## src/rtl/mem_arbiter.sv

```systemverilog
// mem_arbiter: two-requester req/gnt memory arbiter with in-order response routing via an owner FIFO.
// Rev 1.0 -- define MEM_ARBITER_RR_EN for round-robin tie-break (default build: DATA over INSTR).
`default_nettype none

module mem_arbiter #(
  parameter int MAX_OUTSTANDING = 2
) (
  input  logic        clk_i,
  input  logic        rst_ni,

  input  logic        instr_req_i,
  input  logic [31:0] instr_addr_i,
  output logic        instr_gnt_o,
  output logic        instr_rvalid_o,
  output logic [31:0] instr_rdata_o,

  input  logic        data_req_i,
  input  logic        data_we_i,
  input  logic [3:0]  data_be_i,
  input  logic [31:0] data_addr_i,
  input  logic [31:0] data_wdata_i,
  output logic        data_gnt_o,
  output logic        data_rvalid_o,
  output logic [31:0] data_rdata_o,

  output logic        bus_req_o,
  output logic        bus_we_o,
  output logic [3:0]  bus_be_o,
  output logic [31:0] bus_addr_o,
  output logic [31:0] bus_wdata_o,
  input  logic        bus_gnt_i,
  input  logic        bus_rvalid_i,
  input  logic [31:0] bus_rdata_i,

  output logic        err_o
);

  localparam int PTR_W = (MAX_OUTSTANDING > 1) ? $clog2(MAX_OUTSTANDING) : 1;
  localparam int CNT_W = $clog2(MAX_OUTSTANDING + 1);

  typedef enum logic {OWNER_INSTR = 1'b0, OWNER_DATA = 1'b1} owner_t;
  typedef enum logic {ST_ARB = 1'b0, ST_HOLD = 1'b1} state_t;

  state_t           state;
  owner_t           locked_owner;
  owner_t           sel;
  owner_t           owner_mem [MAX_OUTSTANDING];
  logic [PTR_W-1:0] wr_ptr;
  logic [PTR_W-1:0] rd_ptr;
  logic [CNT_W-1:0] count;
  logic             any_req;
  logic             sel_req;
  logic             pop;
  logic             push;
  logic             fifo_full;
  logic             hold_drop;
`ifdef MEM_ARBITER_RR_EN
  owner_t           last_grant;
`endif

  function automatic logic [PTR_W-1:0] ptr_inc(input logic [PTR_W-1:0] p);
    if (p == PTR_W'(MAX_OUTSTANDING - 1)) return '0;
    return p + PTR_W'(1);
  endfunction

  assign any_req = instr_req_i | data_req_i;
  assign pop     = bus_rvalid_i & (count != '0);
  // A response retiring this cycle frees a slot for a same-cycle grant.
  assign fifo_full = (count == CNT_W'(MAX_OUTSTANDING)) & ~pop;

  always_comb begin
    sel = OWNER_INSTR;
    if (state == ST_HOLD) begin
      sel = locked_owner;
    end else if (instr_req_i && data_req_i) begin
`ifdef MEM_ARBITER_RR_EN
      if (last_grant == OWNER_INSTR) sel = OWNER_DATA;
      else                           sel = OWNER_INSTR;
`else
      sel = OWNER_DATA;
`endif
    end else if (data_req_i) begin
      sel = OWNER_DATA;
    end
  end

  assign sel_req   = (sel == OWNER_DATA) ? data_req_i : instr_req_i;
  // The locked owner withdrew its request: never grant on its behalf.
  assign hold_drop = (state == ST_HOLD) & ~sel_req;
  assign bus_req_o = any_req & ~fifo_full & ~hold_drop;
  assign push      = bus_req_o & bus_gnt_i;

  assign instr_gnt_o = push & (sel == OWNER_INSTR);
  assign data_gnt_o  = push & (sel == OWNER_DATA);

  assign bus_addr_o  = (sel == OWNER_DATA) ? data_addr_i  : instr_addr_i;
  assign bus_we_o    = (sel == OWNER_DATA) ? data_we_i    : 1'b0;
  assign bus_be_o    = (sel == OWNER_DATA) ? data_be_i    : 4'hF;
  assign bus_wdata_o = (sel == OWNER_DATA) ? data_wdata_i : 32'h0;

  assign instr_rvalid_o = pop & (owner_mem[rd_ptr] == OWNER_INSTR);
  assign data_rvalid_o  = pop & (owner_mem[rd_ptr] == OWNER_DATA);
  assign instr_rdata_o  = bus_rdata_i;
  assign data_rdata_o   = bus_rdata_i;

  always_ff @(posedge clk_i) begin
    if (push) owner_mem[wr_ptr] <= sel;
  end

  always_ff @(posedge clk_i) begin
    if (!rst_ni) begin
      state        <= ST_ARB;
      locked_owner <= OWNER_INSTR;
      wr_ptr       <= '0;
      rd_ptr       <= '0;
      count        <= '0;
      err_o        <= 1'b0;
`ifdef MEM_ARBITER_RR_EN
      last_grant   <= OWNER_INSTR;
`endif
    end else begin
      err_o <= (bus_rvalid_i & (count == '0)) | hold_drop;

      case (state)
        ST_ARB: begin
          if (bus_req_o && !bus_gnt_i) begin
            state        <= ST_HOLD;
            locked_owner <= sel;
          end
        end
        ST_HOLD: begin
          if (hold_drop || bus_gnt_i) state <= ST_ARB;
        end
        default: state <= ST_ARB;
      endcase

      if (push) wr_ptr <= ptr_inc(wr_ptr);
      if (pop)  rd_ptr <= ptr_inc(rd_ptr);
      count <= count + CNT_W'(push) - CNT_W'(pop);
`ifdef MEM_ARBITER_RR_EN
      if (push) last_grant <= sel;
`endif
    end
  end

endmodule

`default_nettype wire

```

## config.mk

```make
export PLATFORM = sky130hd
export DESIGN_NAME = mem_arbiter
export DESIGN_NICKNAME = d
export VERILOG_FILES = /design/src/rtl/mem_arbiter.sv
export SDC_FILE = /design/constraint.sdc
export NUM_CORES = 1
export LEC_CHECK = 0
export ABC_CLOCK_PERIOD_IN_PS = 2000
export CAP_MARGIN = 20
export CORE_AREA = 5 5 104 106
export DETAILED_ROUTE_END_ITERATION = 10
export DIE_AREA = 0 0 109 111
export HOLD_SLACK_MARGIN = 0.15
export PLACE_DENSITY = 0.7
export SLEW_MARGIN = 20
export SYNTH_ARGS = -nofsm -noshare
export SYNTH_HDL_FRONTEND = slang
export SYNTH_SLANG_ARGS = --single-unit
```

## constraint.sdc

```tcl
create_clock -name clk_i -period 2 [get_ports clk_i]
set_input_delay 0.5 -clock clk_i [delete_from_list [all_inputs] [get_ports clk_i]]
set_output_delay 0.5 -clock clk_i [all_outputs]
set_load 0.1 [all_outputs]
```

==> results of run 1 <==
kinds of logic (layout without fill, tap and decap cells):
kind of cell               Yosys count  after routing  share of synthesized area (%)
muxes                               38             38                           31.0
and+or+nand+nor                     59             59                           19.7
adders and majority gates            2              2                           1.41
xor gates and xnor gates             3              3                           1.48
AOI/OAI and AO/OA                    6              6                           2.40
DFF                                 10             10                           12.4
buffers and inverters               77            228                           31.6
state kept, by name, summed over array words and instances, names as in the netlist, named ones only:
signal and flops:
err_o 1, count 2, rd_ptr 1, owner_mem 2
wr_ptr 1, locked_owner 1, state 1
cells in the mapped netlist, drive strengths merged:
library cell,n,area (µm²)
mux2,33,488
xnor2,3,26.3
o21a,1,7.51
edfxtp,2,60.1
nor2,6,22.5
and2,5,31.3
and4b,1,10.0
or2,4,25.0
ha,2,25.0
a21boi,1,7.51
nor4,1,6.26
buf,68,526
or3b,1,8.76
clkbuf,4,16.3
nor3b,1,7.51
nand2,5,18.8
o21ai,2,10.0
nand2b,1,6.26
nor2b,34,213
inv,5,18.8
o211a,1,10.0
a211oi,1,7.51
dfxtp,8,160
mux2i,5,62.6
critical path, stage by stage (launching register included):
cell	delay [ps]
dfxtp_2	360
mux2i_4	310
buf_12	180
buf_12	140
mux2_4	320
buf_12	170
area by class of cell:
type / instances / area [µm²] / share of cell area, %
well taps: 133 / 166 / 3.55
inverters: 5 / 18.8 / 0.401
flip-flops and latches: 10 / 229 / 4.89
clock buffers: 3 / 41.3 / 0.881
clock inverters: 1 / 3.75 / 0.0801
repair buffers: 219 / 2970 / 63.4
multi-input cells: 108 / 1260 / 26.8
worst paths after layout:
| path | cells past startpoint | end |
|---|---|---|
| setup / recovery | 5 | bus_addr_o[0] |
| hold / removal | 2 | wr_ptr |
| setup reg to reg | 10 | count[1] |
| hold reg to reg | 2 | wr_ptr |
routing by layer:
| layer | share of wire [%] | wire, µm |
|---|---|---|
| met1 | 30 | 2430 |
| met2 | 56 | 4590 |
| met3 | 13 | 1050 |
| met4 | 0.86 | 70 |
| met5 | 0 | 0 |
repair_timing:
item | CTS | global route
buffers inserted | 8 | 5
pin swaps | 2 | 2
endpoints found under the setup margin | 76 | 72
cloned | 2 | 0
resized for setup | 33 | 24
power breakdown:
| group | leakage [nW] | internal (mW) | switching, mW |
|---|---|---|---|
| clock network | 0.0231 | 0.134 | 0.0787 |
| logic | 1.93 | 1.17 | 1.53 |
| registers | 0.0864 | 0.257 | 0.0303 |
stage by stage:
step / area [µm²] / total power [mW] / worst slack [ps] / hold slack [ps] / util (%)
floorplan: 2000 / 2.47 / -236 / 451 / -
global placement: 4430 / 2.88 / -525 / 464 / 45.7
detailed placement: 4430 / 2.90 / -543 / 479 / 45.7
CTS: 4640 / 3.21 / -306 / 487 / 47.9
global route: 4680 / 3.31 / -266 / 515 / 48.4
finish: 4680 / 3.21 / -218 / 486 / 48.4
==> impl_metrics.yaml, run 1 <==
final_layout:
  nNetsFinal: 488
  fill_cells: 848
  syn_to_final_growth_pct: 164
  drive_above_1_share_pct: 59.0
  final_cell_count_no_fill: 479
  final_cell_mix: "clkdlybuf4s50_1, buf_12, mux2_4, buf_4, nor2b_4"
  antenna_cells: 0
  layout_commonest_cell: "clkdlybuf4s50_1"
logic_synthesis:
  syn_inst: 195
  ys_warn_count: 0
  syn_avg_cell_area_um2: 9.10
  netlist_area_um2: 1770
  ys_types: 28
  ys_ff_latch: 10
  seq_area_frac_synth_pct: 12.4
  synth_nets: 336
sta:
  relSlewSlack_pct: 77.6
  finalCriticalPeriod_ps: 2220
  skew_ps: 4.59
  setup_tns_ps: -6860
  finalSetupViolCount: 48
  fmaxAchievable_ghz: 0.451
  rsz0062_at_grt: "true"
  report.final.slew_viol_count: 0
  worst_pin_slew_ps: 326
  fin_crit_sh_pct: 111
  layout_setup_ws_ps: -218
  finalHoldViolCount: 0
setup_path:
  r2r-start: "locked_owner"
  cp.arrival_ps: 1720
  worstSetupEndpointType: "output pin"
  cp-startpoint: "state"
  crit_path_start_kind: "flip-flop"
  crit_fanout: 8
  critPathRequiredTime_ps: 1500
  crit_type: "reg -> out"
  r2r_setup_slack_ps: 30
power_and_ir_drop:
  ir_drop_mv: 0.307
  cellLeakagePower_nw: 2.04
  p_per_area_nw_per_um2: 684
die:
  die_area_um2: 12100
  die_w_um: 109
  initial_core_util_pct: 18.3
  pin_count: 278
  die_h_um: 111
  row_count: 36
  core_region_area_um2: 9680
run:
  cap_violations: 0
min_path:
  hp-class: "reg -> reg"
  hold_start: "wr_ptr"
clocking:
  clk_latency_ps: 230
  cts_max_level: 1
  cts-root-buf: "clkbuf_8"
  cts_hold_buf: 0
  cts_tree: "done"
  cts.sinks: 10
  clkTransAtPathRegs_ps: 50
  numCtsBuffers: 3
  clk_path_buf_depth: 2
place:
  dp.final_hpwl_um: 7060
  gp_congestion: 0.713
  portBuffers: 181
  dp_cells: 466
global_route:
  met1_usage_pct: 10.5
  grt_pass1_vias: 2012
  grt_util_all_layers_pct: 12.0
  antenna_found_initial: 0
  overflow: 0
  grt_max_degree: 18
  grt_pass1_wl_um: 11300
  grtUsageMet3_pct: 4.78
  grt.busiest_layer: "met2"
  met2_usage_pct: 24.5
status:
  violations: "negative setup slack"
  status: "finished, violations left"
route:
  drc: 0
  viasPerCell: 3.89
  ant_nets: 0
  via_count: 1863
  avgRoutedWirePerCell_um: 17.0
  routed_wl_um: 8140
  first_pass_iters: 2
  drt_iter0_markers: 25
Power figures use the tool's default switching activity.
==> run 2: changes to the inputs <==
Settings changed: CTS_CLUSTER_SIZE set to 25.
==> results of run 2 <==
No change in the layout: final DEF, timing and power equal those of run 1.
